<file path="src/rtl/seg7_scan_driver_if.sv">
// Signal bundle between the calculator datapath and the seven-segment scan driver.
// The datapath is the master; the scan driver is the slave.
interface seg7_scan_driver_if;
  logic        en;
  logic [20:0] disp_num;
  logic [20:0] disp_result;
  logic [6:0]  seg;
  logic [5:0]  an;
  logic        frame_tick;

  modport master (
    output en, disp_num, disp_result,
    input  seg, an, frame_tick
  );

  modport slave (
    input  en, disp_num, disp_result,
    output seg, an, frame_tick
  );
endinterface

</file>
<file path="src/rtl/seg7_scan_driver.sv">
// Time-multiplexes six seven-segment digits (3 operand + 3 result) onto one segment bus.
// Each slot starts with a blanking interval, and the digit codes are captured only at frame wrap.
module seg7_scan_driver #(
  parameter int         CNT_DIV       = 50000,
  parameter int         DEAD          = 16,
  parameter logic [6:0] SEG_OFF       = 7'h7F,
  parameter bit         AN_ACTIVE_LOW = 1'b1
) (
  input  logic              clk,
  input  logic              rst,
  seg7_scan_driver_if.slave bus
);

  localparam int               DIV_W    = $clog2(CNT_DIV);
  localparam logic [DIV_W-1:0] DIV_LAST = DIV_W'(CNT_DIV - 1);
  localparam logic [5:0]       AN_OFF   = AN_ACTIVE_LOW ? 6'h3F : 6'h00;

  if (CNT_DIV < 2) begin : g_badCntDiv
    $error("seg7_scan_driver: CNT_DIV must be at least 2");
  end
  if (DEAD < 0 || DEAD >= CNT_DIV) begin : g_badDead
    $error("seg7_scan_driver: DEAD must satisfy 0 <= DEAD < CNT_DIV");
  end

  // ST_LOAD waits for the first enabled cycle to fill the shadow registers.
  typedef enum logic {
    ST_LOAD,
    ST_SCAN
  } state_t;

  state_t           r_state;
  state_t           w_nextState;
  logic             w_capture;

  logic [DIV_W-1:0] r_divCnt;
  logic [2:0]       r_idx;
  logic [6:0]       r_shadow [6];

  logic [6:0]       r_seg;
  logic [5:0]       r_an;
  logic             r_frameTick;

  logic             w_lastCnt;
  logic             w_lastIdx;
  logic             w_wrap;
  logic             w_inDead;
  logic [6:0]       w_liveDigit;
  logic [6:0]       w_shadowDigit;
  logic [6:0]       w_digit;
  logic [5:0]       w_anOneHot;
  logic [5:0]       w_anActive;

  assign w_lastCnt = (r_divCnt == DIV_LAST);
  assign w_lastIdx = (r_idx == 3'd5);
  assign w_wrap    = bus.en && w_lastCnt && w_lastIdx;
  assign w_inDead  = int'(r_divCnt) < DEAD;

  always_ff @(posedge clk) begin
    if (rst) begin
      r_state <= ST_LOAD;
    end else begin
      r_state <= w_nextState;
    end
  end

  always_comb begin
    w_nextState = r_state;
    w_capture   = 1'b0;
    if (bus.en) begin
      case (r_state)
        ST_LOAD: begin
          w_capture   = 1'b1;
          w_nextState = ST_SCAN;
        end
        ST_SCAN: begin
          w_capture = w_wrap;
        end
        default: begin
          w_nextState = ST_LOAD;
        end
      endcase
    end
  end

  always_ff @(posedge clk) begin
    if (rst) begin
      r_divCnt <= '0;
      r_idx    <= 3'd0;
    end else if (bus.en) begin
      if (w_lastCnt) begin
        r_divCnt <= '0;
        r_idx    <= w_lastIdx ? 3'd0 : r_idx + 3'd1;
      end else begin
        r_divCnt <= r_divCnt + DIV_W'(1);
      end
    end
  end

  always_ff @(posedge clk) begin
    if (rst) begin
      for (int i = 0; i < 6; i++) begin
        r_shadow[i] <= SEG_OFF;
      end
    end else if (w_capture) begin
      r_shadow[0] <= bus.disp_num[6:0];
      r_shadow[1] <= bus.disp_num[13:7];
      r_shadow[2] <= bus.disp_num[20:14];
      r_shadow[3] <= bus.disp_result[6:0];
      r_shadow[4] <= bus.disp_result[13:7];
      r_shadow[5] <= bus.disp_result[20:14];
    end
  end

  // While the initial load is pending the shadow is still blank, so the live input
  // is shown instead; otherwise a zero-dead-time setup would blank digit 0 once.
  always_comb begin
    w_liveDigit   = SEG_OFF;
    w_shadowDigit = SEG_OFF;
    case (r_idx)
      3'd0: begin
        w_liveDigit   = bus.disp_num[6:0];
        w_shadowDigit = r_shadow[0];
      end
      3'd1: begin
        w_liveDigit   = bus.disp_num[13:7];
        w_shadowDigit = r_shadow[1];
      end
      3'd2: begin
        w_liveDigit   = bus.disp_num[20:14];
        w_shadowDigit = r_shadow[2];
      end
      3'd3: begin
        w_liveDigit   = bus.disp_result[6:0];
        w_shadowDigit = r_shadow[3];
      end
      3'd4: begin
        w_liveDigit   = bus.disp_result[13:7];
        w_shadowDigit = r_shadow[4];
      end
      3'd5: begin
        w_liveDigit   = bus.disp_result[20:14];
        w_shadowDigit = r_shadow[5];
      end
      default: begin
        w_liveDigit   = SEG_OFF;
        w_shadowDigit = SEG_OFF;
      end
    endcase
    w_digit = (r_state == ST_LOAD) ? w_liveDigit : w_shadowDigit;
  end

  assign w_anOneHot = 6'b000001 << r_idx;
  assign w_anActive = AN_ACTIVE_LOW ? ~w_anOneHot : w_anOneHot;

  always_ff @(posedge clk) begin
    if (rst) begin
      r_seg       <= SEG_OFF;
      r_an        <= AN_OFF;
      r_frameTick <= 1'b0;
    end else begin
      r_frameTick <= w_wrap;
      if (bus.en && !w_inDead) begin
        r_seg <= w_digit;
        r_an  <= w_anActive;
      end else begin
        r_seg <= SEG_OFF;
        r_an  <= AN_OFF;
      end
    end
  end

  assign bus.seg        = r_seg;
  assign bus.an         = r_an;
  assign bus.frame_tick = r_frameTick;

endmodule

</file>
<file path="src/flat_wrapper.sv">
// flat-port wrapper written by rule: the top's interface ports become plain ports
module seg7_scan_driver_flat 
#(
  parameter int         CNT_DIV       = 50000,
  parameter int         DEAD          = 16,
  parameter logic [6:0] SEG_OFF       = 7'h7F,
  parameter bit         AN_ACTIVE_LOW = 1'b1
)
  (clk, rst, bus_en, bus_disp_num, bus_disp_result, bus_seg, bus_an, bus_frame_tick);
  seg7_scan_driver_if bus_i ();
  input  logic clk;
  input  logic rst;
  input wire logic [$bits(bus_i.en)-1:0] bus_en;
  input wire logic [$bits(bus_i.disp_num)-1:0] bus_disp_num;
  input wire logic [$bits(bus_i.disp_result)-1:0] bus_disp_result;
  output wire logic [$bits(bus_i.seg)-1:0] bus_seg;
  output wire logic [$bits(bus_i.an)-1:0] bus_an;
  output wire logic [$bits(bus_i.frame_tick)-1:0] bus_frame_tick;
  assign bus_i.en = bus_en;
  assign bus_i.disp_num = bus_disp_num;
  assign bus_i.disp_result = bus_disp_result;
  assign bus_seg = bus_i.seg;
  assign bus_an = bus_i.an;
  assign bus_frame_tick = bus_i.frame_tick;
  seg7_scan_driver #(.CNT_DIV(CNT_DIV), .DEAD(DEAD), .SEG_OFF(SEG_OFF), .AN_ACTIVE_LOW(AN_ACTIVE_LOW)) u_core (.clk(clk), .rst(rst), .bus(bus_i));
endmodule
</file>
<file path="config.mk">
export PLATFORM = sky130hd
export DESIGN_NAME = seg7_scan_driver_flat
export DESIGN_NICKNAME = d
export VERILOG_FILES = /design/src/rtl/seg7_scan_driver_if.sv /design/src/rtl/seg7_scan_driver.sv /design/src/flat_wrapper.sv
export SDC_FILE = /design/constraint.sdc
export NUM_CORES = 1
export LEC_CHECK = 0
export ABC_AREA = 1
export BUFFER_PORTS_ARGS = -buffer_cell sky130_fd_sc_hd__buf_4
export CAP_MARGIN = 30
export CORE_ASPECT_RATIO = 1.5
export CORE_MARGIN = 4
export CORE_UTILIZATION = 57
export DETAILED_ROUTE_END_ITERATION = 7
export MAX_ROUTING_LAYER = met4
export PLACE_DENSITY_LB_ADDON = 0.08
export SLEW_MARGIN = 20
export SYNTH_ARGS = -nofsm -noshare
export SYNTH_HDL_FRONTEND = slang
export SYNTH_SLANG_ARGS = --single-unit
</file>
<file path="constraint.sdc">
create_clock -name clk -period 3.13 [get_ports clk]
set_input_delay 0.313 -clock clk [delete_from_list [all_inputs] [get_ports clk]]
set_output_delay 0.313 -clock clk [all_outputs]
set_load 0.005 [all_outputs]
</file>
==> results.md <==
* Final min period at 2090 ps
* Status: completed
* Starting density of the core at 0.585
* Top-level port count at 59
* CTS Buf Count at 9
* Antenna Violating Nets Remaining at 0
* Hpwl dp at 7310 um
* Largest family of logic cells by synthesized area: simple AND/OR/NAND/NOR gates
* Clock sink total at 76
* # hold bufs at CTS at 0
* Cells after synthesis at 519
* Die X at 76.5 um
* Mapped Area at 0.00401 mm2
* Critical path's largest stage delay at 590 ps
* Worst setup SP type: register
* GRT busiest layer: met2
* Site Rows at 37
* HP Class: input pin to register
* Most common cell after layout, fill and taps aside: nand2_1
* Die ar. at 0.00846 mm2
* Max-cap check violation count at 0
* Most frequent cells in the layout: 126 x nand2_1, 77 x inv_1, 73 x nand3_1
* Final setup fails at 0
* Total vias in the final route at 3475
* Synth warnings at 0
* Gr ovfl total at 0
* Tot Pwr at 2030 uW
* Height of the die at 111 um
* Setup Buffers After CTS at 0
* Multiplexer share of the synthesized area at 0
* IO buf count at 58
* Type of the worst setup path: register to register
* Synth Register Bits at 76
* Tightest Pin Transition at 575 ps
* Area Growth Syn to Fin at 14.9%
* Placeable Area at 0.00685 mm2
* Share of layout cells above drive strength 1 at 0.167
* Slowest stage cell on the critical path: dfxtp_1
* N_diodes at 0
* CP Cell Sequence: nand3_4, inv_2, nand4_4, nand3_2, buf_4
* Largest net degree at the start of global routing at 43
* CP required at 3140 ps
* Syn Nets at 566
* Total track usage at 0.256
* Peak VDD IR at 0.272 mV
* Fmax at 478 MHz
* CTS tree: built
* Nets@finish at 617
* H-tree depth at 3
* Via/cell ratio at 5.32
* # resized after CTS at 0
* Post-Synth Adder-Cell Area at 0.00624
* Drt first-iter violations at 335
* Worst setup EP type: register
* Placed cells at 637
* GP Congestion at 0.923
* DRC Markers at 0
* Synth Area in Simple Gates at 0.327
* Met3 GRT Util at 0.0602
* Worst-Skew Late Latency at 370 ps
* M1 GR Usage at 0.273
* Clk slew on worst S/H paths at 80 ps
* Hold WS at 204 ps
* First-pass GRT wire length at 16700 um
* Critical path peak fanout at 42
* Leak at 0.00209 uW
* Final period utilization at 0.668
* Register area share after synthesis at 0.485
* Initial DRT Pass Iterations at 5
* Yosys cell types at 32
* Pwr dens at 440 mW/mm2
* Max Buffers Root-to-Sink at 2
* Worst-case clock skew at 10.4 ps
* Root Driver: clkbuf_8
* Met2 Use GR at 0.443
* Vias in the first global route at 3474
* Final setup TNS at 0 ps
* Compound-gate portion of the synthesized area at 0.0565
* Slew headroom at 0.615
* WL final at 10100 um
* CP arrival at 2100 ps
* Mean area per synthesized cell at 7.72 um2
* Initial antenna violation count at 0
* Final Hold Viols at 0
* Drt wl/cell at 15.5 um
* Non-Filler Instances at 653
* XOR/XNOR share of the synthesized area at 0.00656
* RSZ-0062 raised after global routing: false
* Max Slew Vio Count at 0
-- Yosys cell counts --
library cell    n  share of area
nand4_4         1         0.0053
dfxtp_1        34           0.17
nor3_1          9          0.011
o21ai_0        20          0.025
nor2_4          3         0.0084
nor2_2          3         0.0047
or2_2           1         0.0016
nand2_4         1         0.0028
buf_4           3         0.0056
clkbuf_1        5         0.0047
edfxtp_1       42           0.31
a21o_1          1         0.0019
buf_8           1         0.0037
o21ai_1         3         0.0037
nand2_1       126           0.12
a21oi_1        18          0.022
xor2_1          3         0.0066
nand3b_1        3         0.0056
a31oi_1         1         0.0016
nand3_1        74          0.092
buf_6           8          0.022
nand3_4         1         0.0044
buf_2           4         0.0050
nor2_1         59          0.055
inv_1          77          0.072
nand2_2         1         0.0016
inv_4           1         0.0016
nand3_2         2         0.0050
o21bai_1        1         0.0019
ha_1            2         0.0062
inv_2           4         0.0037
nand4_1         7          0.011
-- area by class of cell --
cell class	instances	area (um2)
repair buffers	61	458
fillers	601	2250
clock buffers	11	151
well taps	78	97.6
multi-input cells	340	1590
clock inverters	5	50.0
flip-flops and latches	76	1940
inverters	82	310
-- worst paths after layout --
kind,startpoint,cells after the start,to,slack (ps)
max,u_core.r_idx[2]$_SDFFE_PP0P_,5,u_core.r_shadow[0][28]$_SDFFCE_PN1P_,1040
min,rst,2,u_core.r_idx[2]$_SDFFE_PP0P_,200
max reg2reg,u_core.r_idx[2]$_SDFFE_PP0P_,5,u_core.r_shadow[0][28]$_SDFFCE_PN1P_,1040
min reg2reg,u_core.r_divCnt[0]$_SDFFE_PP0P_,2,u_core.r_divCnt[0]$_SDFFE_PP0P_,500
-- flip-flops by register name, indices dropped and copies added, names as in the netlist --
signal	cells
u_core.bus.an	6
u_core.bus.frame_tick	1
u_core.bus.seg	7
u_core.r_divCnt	16
u_core.r_idx	3
u_core.r_shadow	42
u_core.r_state	1
-- layer usage --
layer / vias to the layer above / routed length [um]
met3: 19 / 565
met1: 1585 / 3850
li1: 1761 / -
met4: 0 / 282
met5: - / 0
met2: 110 / 5430
-- power by group --
group | switching [uW] | internal, uW
combinational | 97.9 | 66.6
clock | 369 | 406
sequential | 9.72 | 1080
total | 477 | 1550
-- logic make-up after synthesis --
logic type / after synthesis
AOI/OAI and AO/OA: 44
DFF: 76
adders and majority gates: 2
xor gates and xnor gates: 3
buffers and inverters: 103
and+or+nand+nor: 291
-- stage by stage --
stage,area (um2),worst slack (ps),util
2_1_floorplan,4010,655,-
4_1_cts,4600,1050,0.672
6_report,4600,1040,0.672
3_3_place_gp,4400,1130,0.642
5_1_grt,4600,918,0.672
3_5_place_dp,4400,1060,0.642
-- critical path: cells and delay by family, from the launching register on --
family / cells / cell delay [ps]
simple gates: 3 / 410
flops: 1 / 590
buf+inv: 2 / 690
(Power assumes the default switching activity.)
